**src/rtl/luma_pkg.sv**
```systemverilog
// Shared widths, divider state encoding and threshold clamp for the luma mask path.
// Latency: n/a (types and pure functions only).
// Backpressure: n/a.
//
// Contents: Y_W/SUM_W/CNT_W/H_W/V_W width constants, div_state_t, clamp_thresh().
package luma_pkg;

    localparam int Y_W    = 10;
    localparam int SUM_W  = 30;
    localparam int CNT_W  = 21;
    localparam int H_W    = 11;
    localparam int V_W    = 10;
    localparam int ITER_W = 5;

    localparam logic [Y_W-1:0] Y_MAX      = 10'd1023;
    localparam logic [Y_W-1:0] THRESH_RST = 10'd512;

    typedef enum logic [1:0] {
        IDLE = 2'd0,
        DIV  = 2'd1,
        DONE = 2'd2
    } div_state_t;

    // quotient + signed offset, clamped to [0, 1023]. The sum is formed in
    // 12 bits: with quotient <= 1023 and offset in [-1024, 1023] the true
    // result lies in [-1024, 2046], so bit 11 is the sign and bit 10 flags
    // an overflow past 1023 when non-negative.
    function automatic logic [Y_W-1:0] clamp_thresh(input logic [Y_W-1:0] q,
                                                    input logic [10:0]    off);
        logic [11:0] t;
        t = {2'b00, q} + {off[10], off};
        if (t[11]) begin
            clamp_thresh = '0;
        end else if (t[10]) begin
            clamp_thresh = Y_MAX;
        end else begin
            clamp_thresh = t[Y_W-1:0];
        end
    endfunction

endpackage

```
**src/rtl/luma_divider.sv**
```systemverilog
// Serial restoring unsigned divider, 30-bit dividend by 21-bit divisor, quotient saturated to 10 bits.
// Latency: start -> done is 31 cycles (30 DIV + DONE); a zero divisor goes straight to DONE (quotient 0).
// Backpressure: none; start_in is only honoured while idle, the caller must check busy_out.
//
// Ports: clk_in/rst_in (async active-low), start_in + dividend_in/divisor_in operands,
//        busy_out (any non-IDLE state), done_out (one cycle, quotient_out valid).
module luma_divider
    import luma_pkg::*;
(
    input  logic             clk_in,
    input  logic             rst_in,
    input  logic             start_in,
    input  logic [SUM_W-1:0] dividend_in,
    input  logic [CNT_W-1:0] divisor_in,
    output logic             busy_out,
    output logic             done_out,
    output logic [Y_W-1:0]   quotient_out
);

    div_state_t        state_q, state_d;
    logic [ITER_W-1:0] iter_q, iter_d;
    logic [CNT_W-1:0]  rem_q, rem_d;
    logic [SUM_W-1:0]  quo_q, quo_d;
    logic [CNT_W-1:0]  dsr_q, dsr_d;

    // Partial remainder with the next dividend bit shifted in. The remainder
    // is always below the divisor, so one extra bit is enough headroom.
    logic [CNT_W:0] rem_shift;
    assign rem_shift = {rem_q, quo_q[SUM_W-1]};

    always_comb begin
        state_d = state_q;
        iter_d  = iter_q;
        rem_d   = rem_q;
        quo_d   = quo_q;
        dsr_d   = dsr_q;
        case (state_q)
            IDLE: begin
                if (start_in) begin
                    dsr_d  = divisor_in;
                    rem_d  = '0;
                    iter_d = '0;
                    if (divisor_in == '0) begin
                        quo_d   = '0;
                        state_d = DONE;
                    end else begin
                        quo_d   = dividend_in;
                        state_d = DIV;
                    end
                end
            end
            DIV: begin
                // quo_q doubles as the dividend shift register: the dividend
                // leaves at the top while quotient bits enter at the bottom.
                if (rem_shift >= {1'b0, dsr_q}) begin
                    rem_d = CNT_W'(rem_shift - {1'b0, dsr_q});
                    quo_d = {quo_q[SUM_W-2:0], 1'b1};
                end else begin
                    rem_d = rem_shift[CNT_W-1:0];
                    quo_d = {quo_q[SUM_W-2:0], 1'b0};
                end
                iter_d = iter_q + ITER_W'(1);
                if (iter_q == ITER_W'(SUM_W - 1)) begin
                    state_d = DONE;
                end
            end
            DONE: begin
                state_d = IDLE;
            end
            default: begin
                state_d = IDLE;
            end
        endcase
    end

    always_ff @(posedge clk_in or negedge rst_in) begin
        if (!rst_in) begin
            state_q <= IDLE;
            iter_q  <= '0;
            rem_q   <= '0;
            quo_q   <= '0;
            dsr_q   <= '0;
        end else begin
            state_q <= state_d;
            iter_q  <= iter_d;
            rem_q   <= rem_d;
            quo_q   <= quo_d;
            dsr_q   <= dsr_d;
        end
    end

    assign busy_out     = (state_q != IDLE);
    assign done_out     = (state_q == DONE);
    assign quotient_out = (|quo_q[SUM_W-1:Y_W]) ? Y_MAX : quo_q[Y_W-1:0];

endmodule

```
**src/rtl/luma_adaptive_threshold.sv**
```systemverilog
// Per-pixel luminance mask against a threshold derived from the previous frame's mean Y.
// Latency: valid_in -> valid_out/mask_out is Y_LATENCY+1 cycles; frame mean 32 cycles after the frame-end pixel.
// Backpressure: none, one pixel per cycle; a frame end while the divider is busy drops that mean and sets drop_out.
//
// Ports: clk_in, rst_in (async active-low); valid_in/hcount_in/vcount_in at converter input,
//        y_in Y_LATENCY cycles later; valid_out/hcount_out/vcount_out/mask_out aligned result;
//        thresh_out, mean_out, mean_valid_out (pulse), drop_out (sticky).
// Optional: LUMA_MINMAX_EN adds ymin_out/ymax_out, the per-frame min/max of Y latched at frame end.
module luma_adaptive_threshold
    import luma_pkg::*;
#(
    parameter int                 H_ACTIVE  = 1280,
    parameter int                 V_ACTIVE  = 720,
    parameter int                 Y_LATENCY = 3,
    parameter logic signed [10:0] OFFSET    = 11'sd0
) (
    input  logic        clk_in,
    input  logic        rst_in,
    input  logic        valid_in,
    input  logic [10:0] hcount_in,
    input  logic [9:0]  vcount_in,
    input  logic [9:0]  y_in,
    output logic        valid_out,
    output logic [10:0] hcount_out,
    output logic [9:0]  vcount_out,
    output logic        mask_out,
    output logic [9:0]  thresh_out,
    output logic [9:0]  mean_out,
    output logic        mean_valid_out,
    output logic        drop_out
`ifdef LUMA_MINMAX_EN
    ,
    output logic [9:0]  ymin_out,
    output logic [9:0]  ymax_out
`endif
);

    // ---------------------------------------------------------------
    // Delay line: re-align coordinates with the converter's Y output
    // ---------------------------------------------------------------
    logic           dl_valid_q [Y_LATENCY];
    logic           dl_valid_d [Y_LATENCY];
    logic [H_W-1:0] dl_h_q     [Y_LATENCY];
    logic [H_W-1:0] dl_h_d     [Y_LATENCY];
    logic [V_W-1:0] dl_v_q     [Y_LATENCY];
    logic [V_W-1:0] dl_v_d     [Y_LATENCY];

    always_comb begin
        dl_valid_d[0] = valid_in;
        dl_h_d[0]     = hcount_in;
        dl_v_d[0]     = vcount_in;
        for (int i = 1; i < Y_LATENCY; i++) begin
            dl_valid_d[i] = dl_valid_q[i-1];
            dl_h_d[i]     = dl_h_q[i-1];
            dl_v_d[i]     = dl_v_q[i-1];
        end
    end

    logic           a_valid;
    logic [H_W-1:0] a_h;
    logic [V_W-1:0] a_v;
    logic           frame_end;

    assign a_valid   = dl_valid_q[Y_LATENCY-1];
    assign a_h       = dl_h_q[Y_LATENCY-1];
    assign a_v       = dl_v_q[Y_LATENCY-1];
    assign frame_end = a_valid && (a_h == H_W'(H_ACTIVE - 1)) && (a_v == V_W'(V_ACTIVE - 1));

    // ---------------------------------------------------------------
    // Divider
    // ---------------------------------------------------------------
    logic             div_start;
    logic             div_busy;
    logic             div_done;
    logic [Y_W-1:0]   div_quot;
    logic [SUM_W-1:0] sum_acc;
    logic [CNT_W-1:0] cnt_acc;

    luma_divider u_div (
        .clk_in       (clk_in),
        .rst_in       (rst_in),
        .start_in     (div_start),
        .dividend_in  (sum_acc),
        .divisor_in   (cnt_acc),
        .busy_out     (div_busy),
        .done_out     (div_done),
        .quotient_out (div_quot)
    );

    // ---------------------------------------------------------------
    // Accumulators, mask, threshold
    // ---------------------------------------------------------------
    logic [SUM_W-1:0] sum_q, sum_d;
    logic [CNT_W-1:0] cnt_q, cnt_d;
    logic             valid_out_q, valid_out_d;
    logic [H_W-1:0]   hcount_q, hcount_d;
    logic [V_W-1:0]   vcount_q, vcount_d;
    logic             mask_q, mask_d;
    logic [Y_W-1:0]   thresh_q, thresh_d;
    logic [Y_W-1:0]   mean_q, mean_d;
    logic             mean_valid_q, mean_valid_d;
    logic             drop_q, drop_d;

    // Running totals including the current pixel; the frame-end pixel is
    // handed to the divider through these so it is part of its own frame.
    assign sum_acc = a_valid ? (sum_q + SUM_W'(y_in)) : sum_q;
    assign cnt_acc = a_valid ? (cnt_q + CNT_W'(1))    : cnt_q;

    always_comb begin
        sum_d        = sum_acc;
        cnt_d        = cnt_acc;
        valid_out_d  = a_valid;
        hcount_d     = hcount_q;
        vcount_d     = vcount_q;
        mask_d       = mask_q;
        thresh_d     = thresh_q;
        mean_d       = mean_q;
        mean_valid_d = 1'b0;
        drop_d       = drop_q;
        div_start    = 1'b0;

        if (a_valid) begin
            mask_d   = (y_in > thresh_q);
            hcount_d = a_h;
            vcount_d = a_v;
        end

        // busy includes DONE, so a frame end coinciding with DONE drops.
        if (frame_end) begin
            sum_d = '0;
            cnt_d = '0;
            if (div_busy) begin
                drop_d = 1'b1;
            end else begin
                div_start = 1'b1;
            end
        end

        if (div_done) begin
            mean_d       = div_quot;
            mean_valid_d = 1'b1;
            thresh_d     = clamp_thresh(div_quot, OFFSET);
        end
    end

    always_ff @(posedge clk_in or negedge rst_in) begin
        if (!rst_in) begin
            for (int i = 0; i < Y_LATENCY; i++) begin
                dl_valid_q[i] <= 1'b0;
                dl_h_q[i]     <= '0;
                dl_v_q[i]     <= '0;
            end
            sum_q        <= '0;
            cnt_q        <= '0;
            valid_out_q  <= 1'b0;
            hcount_q     <= '0;
            vcount_q     <= '0;
            mask_q       <= 1'b0;
            thresh_q     <= THRESH_RST;
            mean_q       <= '0;
            mean_valid_q <= 1'b0;
            drop_q       <= 1'b0;
        end else begin
            for (int i = 0; i < Y_LATENCY; i++) begin
                dl_valid_q[i] <= dl_valid_d[i];
                dl_h_q[i]     <= dl_h_d[i];
                dl_v_q[i]     <= dl_v_d[i];
            end
            sum_q        <= sum_d;
            cnt_q        <= cnt_d;
            valid_out_q  <= valid_out_d;
            hcount_q     <= hcount_d;
            vcount_q     <= vcount_d;
            mask_q       <= mask_d;
            thresh_q     <= thresh_d;
            mean_q       <= mean_d;
            mean_valid_q <= mean_valid_d;
            drop_q       <= drop_d;
        end
    end

    assign valid_out      = valid_out_q;
    assign hcount_out     = hcount_q;
    assign vcount_out     = vcount_q;
    assign mask_out       = mask_q;
    assign thresh_out     = thresh_q;
    assign mean_out       = mean_q;
    assign mean_valid_out = mean_valid_q;
    assign drop_out       = drop_q;

`ifdef LUMA_MINMAX_EN
    // ---------------------------------------------------------------
    // Per-frame Y extremes; running registers restart at frame end
    // ---------------------------------------------------------------
    logic [Y_W-1:0] ymin_run_q, ymin_run_d;
    logic [Y_W-1:0] ymax_run_q, ymax_run_d;
    logic [Y_W-1:0] ymin_q, ymin_d;
    logic [Y_W-1:0] ymax_q, ymax_d;
    logic [Y_W-1:0] cur_min;
    logic [Y_W-1:0] cur_max;

    always_comb begin
        cur_min    = (a_valid && (y_in < ymin_run_q)) ? y_in : ymin_run_q;
        cur_max    = (a_valid && (y_in > ymax_run_q)) ? y_in : ymax_run_q;
        ymin_run_d = cur_min;
        ymax_run_d = cur_max;
        ymin_d     = ymin_q;
        ymax_d     = ymax_q;
        if (frame_end) begin
            ymin_d     = cur_min;
            ymax_d     = cur_max;
            ymin_run_d = Y_MAX;
            ymax_run_d = '0;
        end
    end

    always_ff @(posedge clk_in or negedge rst_in) begin
        if (!rst_in) begin
            ymin_run_q <= Y_MAX;
            ymax_run_q <= '0;
            ymin_q     <= Y_MAX;
            ymax_q     <= '0;
        end else begin
            ymin_run_q <= ymin_run_d;
            ymax_run_q <= ymax_run_d;
            ymin_q     <= ymin_d;
            ymax_q     <= ymax_d;
        end
    end

    assign ymin_out = ymin_q;
    assign ymax_out = ymax_q;
`endif

endmodule

```
**config.mk**
```make
export PLATFORM = sky130hd
export DESIGN_NAME = luma_adaptive_threshold
export DESIGN_NICKNAME = d
export VERILOG_FILES = /design/src/rtl/luma_pkg.sv /design/src/rtl/luma_divider.sv /design/src/rtl/luma_adaptive_threshold.sv
export SDC_FILE = /design/constraint.sdc
export NUM_CORES = 1
export LEC_CHECK = 0
export BUFFER_PORTS_ARGS = -buffer_cell sky130_fd_sc_hd__buf_2
export CORE_MARGIN = 2
export CORE_UTILIZATION = 51
export DETAILED_ROUTE_END_ITERATION = 8
export GPL_TIMING_DRIVEN = 0
export PLACE_DENSITY = 0.72
export SYNTH_ARGS = -nofsm -noshare
export SYNTH_HDL_FRONTEND = slang
export SYNTH_HIERARCHICAL = 1
export SYNTH_SLANG_ARGS = --single-unit
```
**constraint.sdc**
```tcl
create_clock -name clk_in -period 3.4 [get_ports clk_in]
set_input_delay 0.34 -clock clk_in [delete_from_list [all_inputs] [get_ports clk_in]]
set_output_delay 0.34 -clock clk_in [all_outputs]
set_load 0.01 [all_outputs]
```
==> impl_metrics.env <==
export IMPL_async_flop_share_pct=100
export IMPL_drt_iter0_drc=763
export IMPL_cts_buffers_inserted=25
export IMPL_fmax_ghz=0.292
export IMPL_max_cap_violations=0
export IMPL_drtAntennaViolNets=0
export IMPL_n_antenna_cell=0
export IMPL_power_leakage_nw=6.46
export IMPL_synth_edf_count=0
export IMPL_violations="setup timing"
export IMPL_clock_latency_ns=0.53
export IMPL_p_comb_share_pct=17.0
export IMPL_power_switching_mw=2.01
export IMPL_cts_tree="built"
export IMPL_min_period_ns=3.42
export IMPL_cp_arrival_ns=3.82
export IMPL_drt_total_wl_um=26100
export IMPL_grt_pass1_vias=8135
export IMPL_synth_top_area_share_pct=52.3
export IMPL_grt_total_usage_pct=23.4
export IMPL_r2r_start="cnt_q[9]$_DFF_PN0_"
export IMPL_busiest_layer="met2"
export IMPL_slew_viol_final=0
export IMPL_grt_max_degree=108
export IMPL_worstSetupEndpointType="register"
export IMPL_htreeDepth=1
export IMPL_place_gp_congestion=0.878
export IMPL_layout_cells_non_filler=1468
export IMPL_synth_top_area_cell="dfrtp_1"
export IMPL_syn_num_nets=1111
export IMPL_met3_usage_pct=2.56
export IMPL_drive_gt1_share_pct=19.9
export IMPL_r2r_slack_ns=-0.02
export IMPL_clk_pin_slew_worst_paths_ns=0.06
export IMPL_grt_ovfl_total=0
export IMPL_die_height_um=151
export IMPL_synth_distinct_cells=74
export IMPL_layout_common_cells="dfrtp_1, nand2_1, buf_2"
export IMPL_clock_sinks=232
export IMPL_fill_cells=1647
export IMPL_ys_top_cells_by_area="dfrtp_1, ha_1, mux2_2"
export IMPL_synth_flop_cell="dfrtp_1"
export IMPL_viasPerCell=5.68
export IMPL_ys_ff_latch=232
export IMPL_hold_viol=0
export IMPL_worstPathMaxFanout=5
export IMPL_via_count=8338
export IMPL_start_util_pct=52.3
export IMPL_final_common_cell="dfrtp_1"
export IMPL_drt_pass1_iterations=6
export IMPL_rsz0062_at_grt="yes"
export IMPL_swShare_pct=26.9
export IMPL_r2r_cells=14
export IMPL_tightest_slew_ns=0.715
export IMPL_power_density_mw_per_mm2=563
export IMPL_crit_required_ns=3.80
export IMPL_setup_viol=2
export IMPL_worstSetupStartpointType="register"
export IMPL_fin_hold_ws_ns=0.296
export IMPL_grt_use_met2_pct=39.9
export IMPL_hpwl_um=17600
export IMPL_ys_seq_area_share_pct=52.5
export IMPL_syn_inst=1031
export IMPL_reg2reg_to="u_div/quo_q[13]$_DFFE_PN0P_"
export IMPL_place_inst=1386
export IMPL_clock_skew_ns=0.00831
export IMPL_critPathKind="register to register"
export IMPL_io_pins=79
export IMPL_antenna_found_initial=0
export IMPL_p_seq_share_pct=41.5
export IMPL_internal_power_mw=5.47
export IMPL_post_route_util_pct=62.9
export IMPL_status="complete, but fails checks"
export IMPL_nNetsFinal=1254
export IMPL_grt_pass1_wl_um=42200
export IMPL_slew_headroom_pct=51.7
export IMPL_avgSynthCellArea_um2=10.7
export IMPL_period_share_pct=101
export IMPL_yosys_warnings=6
export IMPL_core_area_mm2=0.0212
export IMPL_io_buffers=78
export IMPL_die_w_um=151
export IMPL_ir_drop_uv=443
export IMPL_finalWorstSetupSlack_ns=-0.0233
export IMPL_synthToLayoutAreaGrowth_pct=20.3
export IMPL_placementRows=53
export IMPL_synth_area_mm2=0.0111
export IMPL_clockBufferDepth=3
export IMPL_use_met1_pct=31.8
export IMPL_clockPowerShare_pct=41.5
export IMPL_cts_root_buf="clkbuf_16"
export IMPL_routedWlPerCell_um=17.8
export IMPL_drc=0
export IMPL_hold_class="input pin to asynchronous set/reset pin"
export IMPL_dieArea_mm2=0.0229
==> final cells by class <==
class	count	area (µm²)	share of cell area [%]
Sequential cell	232	5810	43.7
Inverter	70	263	1.98
Buffer	48	272	2.04
Tap cell	275	344	2.59
Timing Repair Buffer	119	827	6.22
Multi-Input combinational cell	678	4830	36.3
Clock buffer	28	657	4.94
Clock inverter	18	299	2.25
==> state kept, by name, summed over array words and instances, names as in the netlist, 10 cells and up <==
name and count:
vcount_out 10, sum_q 30, dl_v_d 20, u_div/quo_q 30, dl_h_d 22, thresh_out 10, hcount_out 11, a_h 11
u_div/rem_q 21, u_div/dsr_q 21, a_v 10, cnt_q 21
==> what timing repair did <==
item	in CTS	in global routing
hold buffers	23	0
hold endpoints to repair	67	0
setup endpoints to repair	42	27
pin swaps	4	17
cloned	0	1
buffers inserted	4	11
gates resized for setup	21	16
==> layer usage <==
| metal | wire length [µm] | part of all wire [%] |
|---|---|---|
| met3 | 1290 | 4.9 |
| met4 | 593 | 2.3 |
| met1 | 11300 | 43 |
| met2 | 13000 | 50 |
| met5 | 0 | 0 |
==> cell families (layout without fill, tap and decap cells) <==
group | Yosys count | in the layout | synth area share, %
fa+ha+maj | 46 | 46 | 5.34
simple gates | 317 | 317 | 15.3
xor+xnor | 61 | 61 | 4.83
flops | 232 | 232 | 52.5
mux | 47 | 47 | 4.63
compound gates | 207 | 207 | 12.5
buf+inv | 121 | 283 | 4.83
==> critical path, cell delays in order, from the launching register on <==
cell	delay, ns
dfrtp_1	0.40
and4_4	0.26
nand3_4	0.12
buf_6	0.15
nor4_4	0.26
nand2_2	0.10
xnor2_2	0.16
nor4_2	0.29
nand4_1	0.16
or4_1	0.50
buf_6	0.14
and2_4	0.19
buf_8	0.13
a222oi_1	0.32
inv_1	0.10
==> per-stage QoR <==
step                total power [mW]  cell area [µm²]  worst slack [ns]  setup TNS [ns]
detailed placement              4.34            11900            -0.392           -9.61
global route                    7.80            13300            -0.150           -2.38
floorplan                       3.98            11100             0.277               0
CTS                             7.50            13200            0.0240               0
finish                          7.49            13300           -0.0233         -0.0331
global placement                4.30            11800             -1.99         -465.32
==> power by group through the flow <==
stage	clock (mW)	combinational [mW]	sequential, mW
6_report	3.11	1.27	3.10
5_1_grt	3.26	1.41	3.12
4_1_cts	3.15	1.25	3.10
3_5_place_dp	0	1.20	3.14
3_3_place_gp	0	1.17	3.14
2_1_floorplan	0	0.858	3.12
==> cell usage after synthesis, drive strengths merged (8+ instances only) <==
cell type and n:
nand3 46, dfrtp 231, and2 40, or3 16, a21oi 43, ha 44, a31oi 11, nor4 13
nand4 14, clkbuf 30, and3 8, nor3 8, a222oi 23, nor2 36, mux2 33, nor2b 24
xnor2 38, o211ai 13, xor2 23, inv 70, nand2 85, a21o 15, buf 21, mux2i 14
o21ai 66
==> worst max path at each step <==
stage,start,end,slack (ns),depth (start not counted)
floorplan,a_valid$_DFF_PN0_,u_div/quo_q[11]$_DFFE_PN0P_,0.28,12
finish,cnt_q[9]$_DFF_PN0_,u_div/quo_q[13]$_DFFE_PN0P_,-0.02,14
detailed placement,a_valid$_DFF_PN0_,u_div/quo_q[13]$_DFFE_PN0P_,-0.39,12
CTS,cnt_q[7]$_DFF_PN0_,u_div/quo_q[13]$_DFFE_PN0P_,0.02,14
global placement,rst_in,dl_h_d[18]$_DFF_PN0_,-1.99,1
global route,cnt_q[7]$_DFF_PN0_,u_div/quo_q[13]$_DFFE_PN0P_,-0.15,14
No activity file was read; power rests on OpenSTA's default activity.
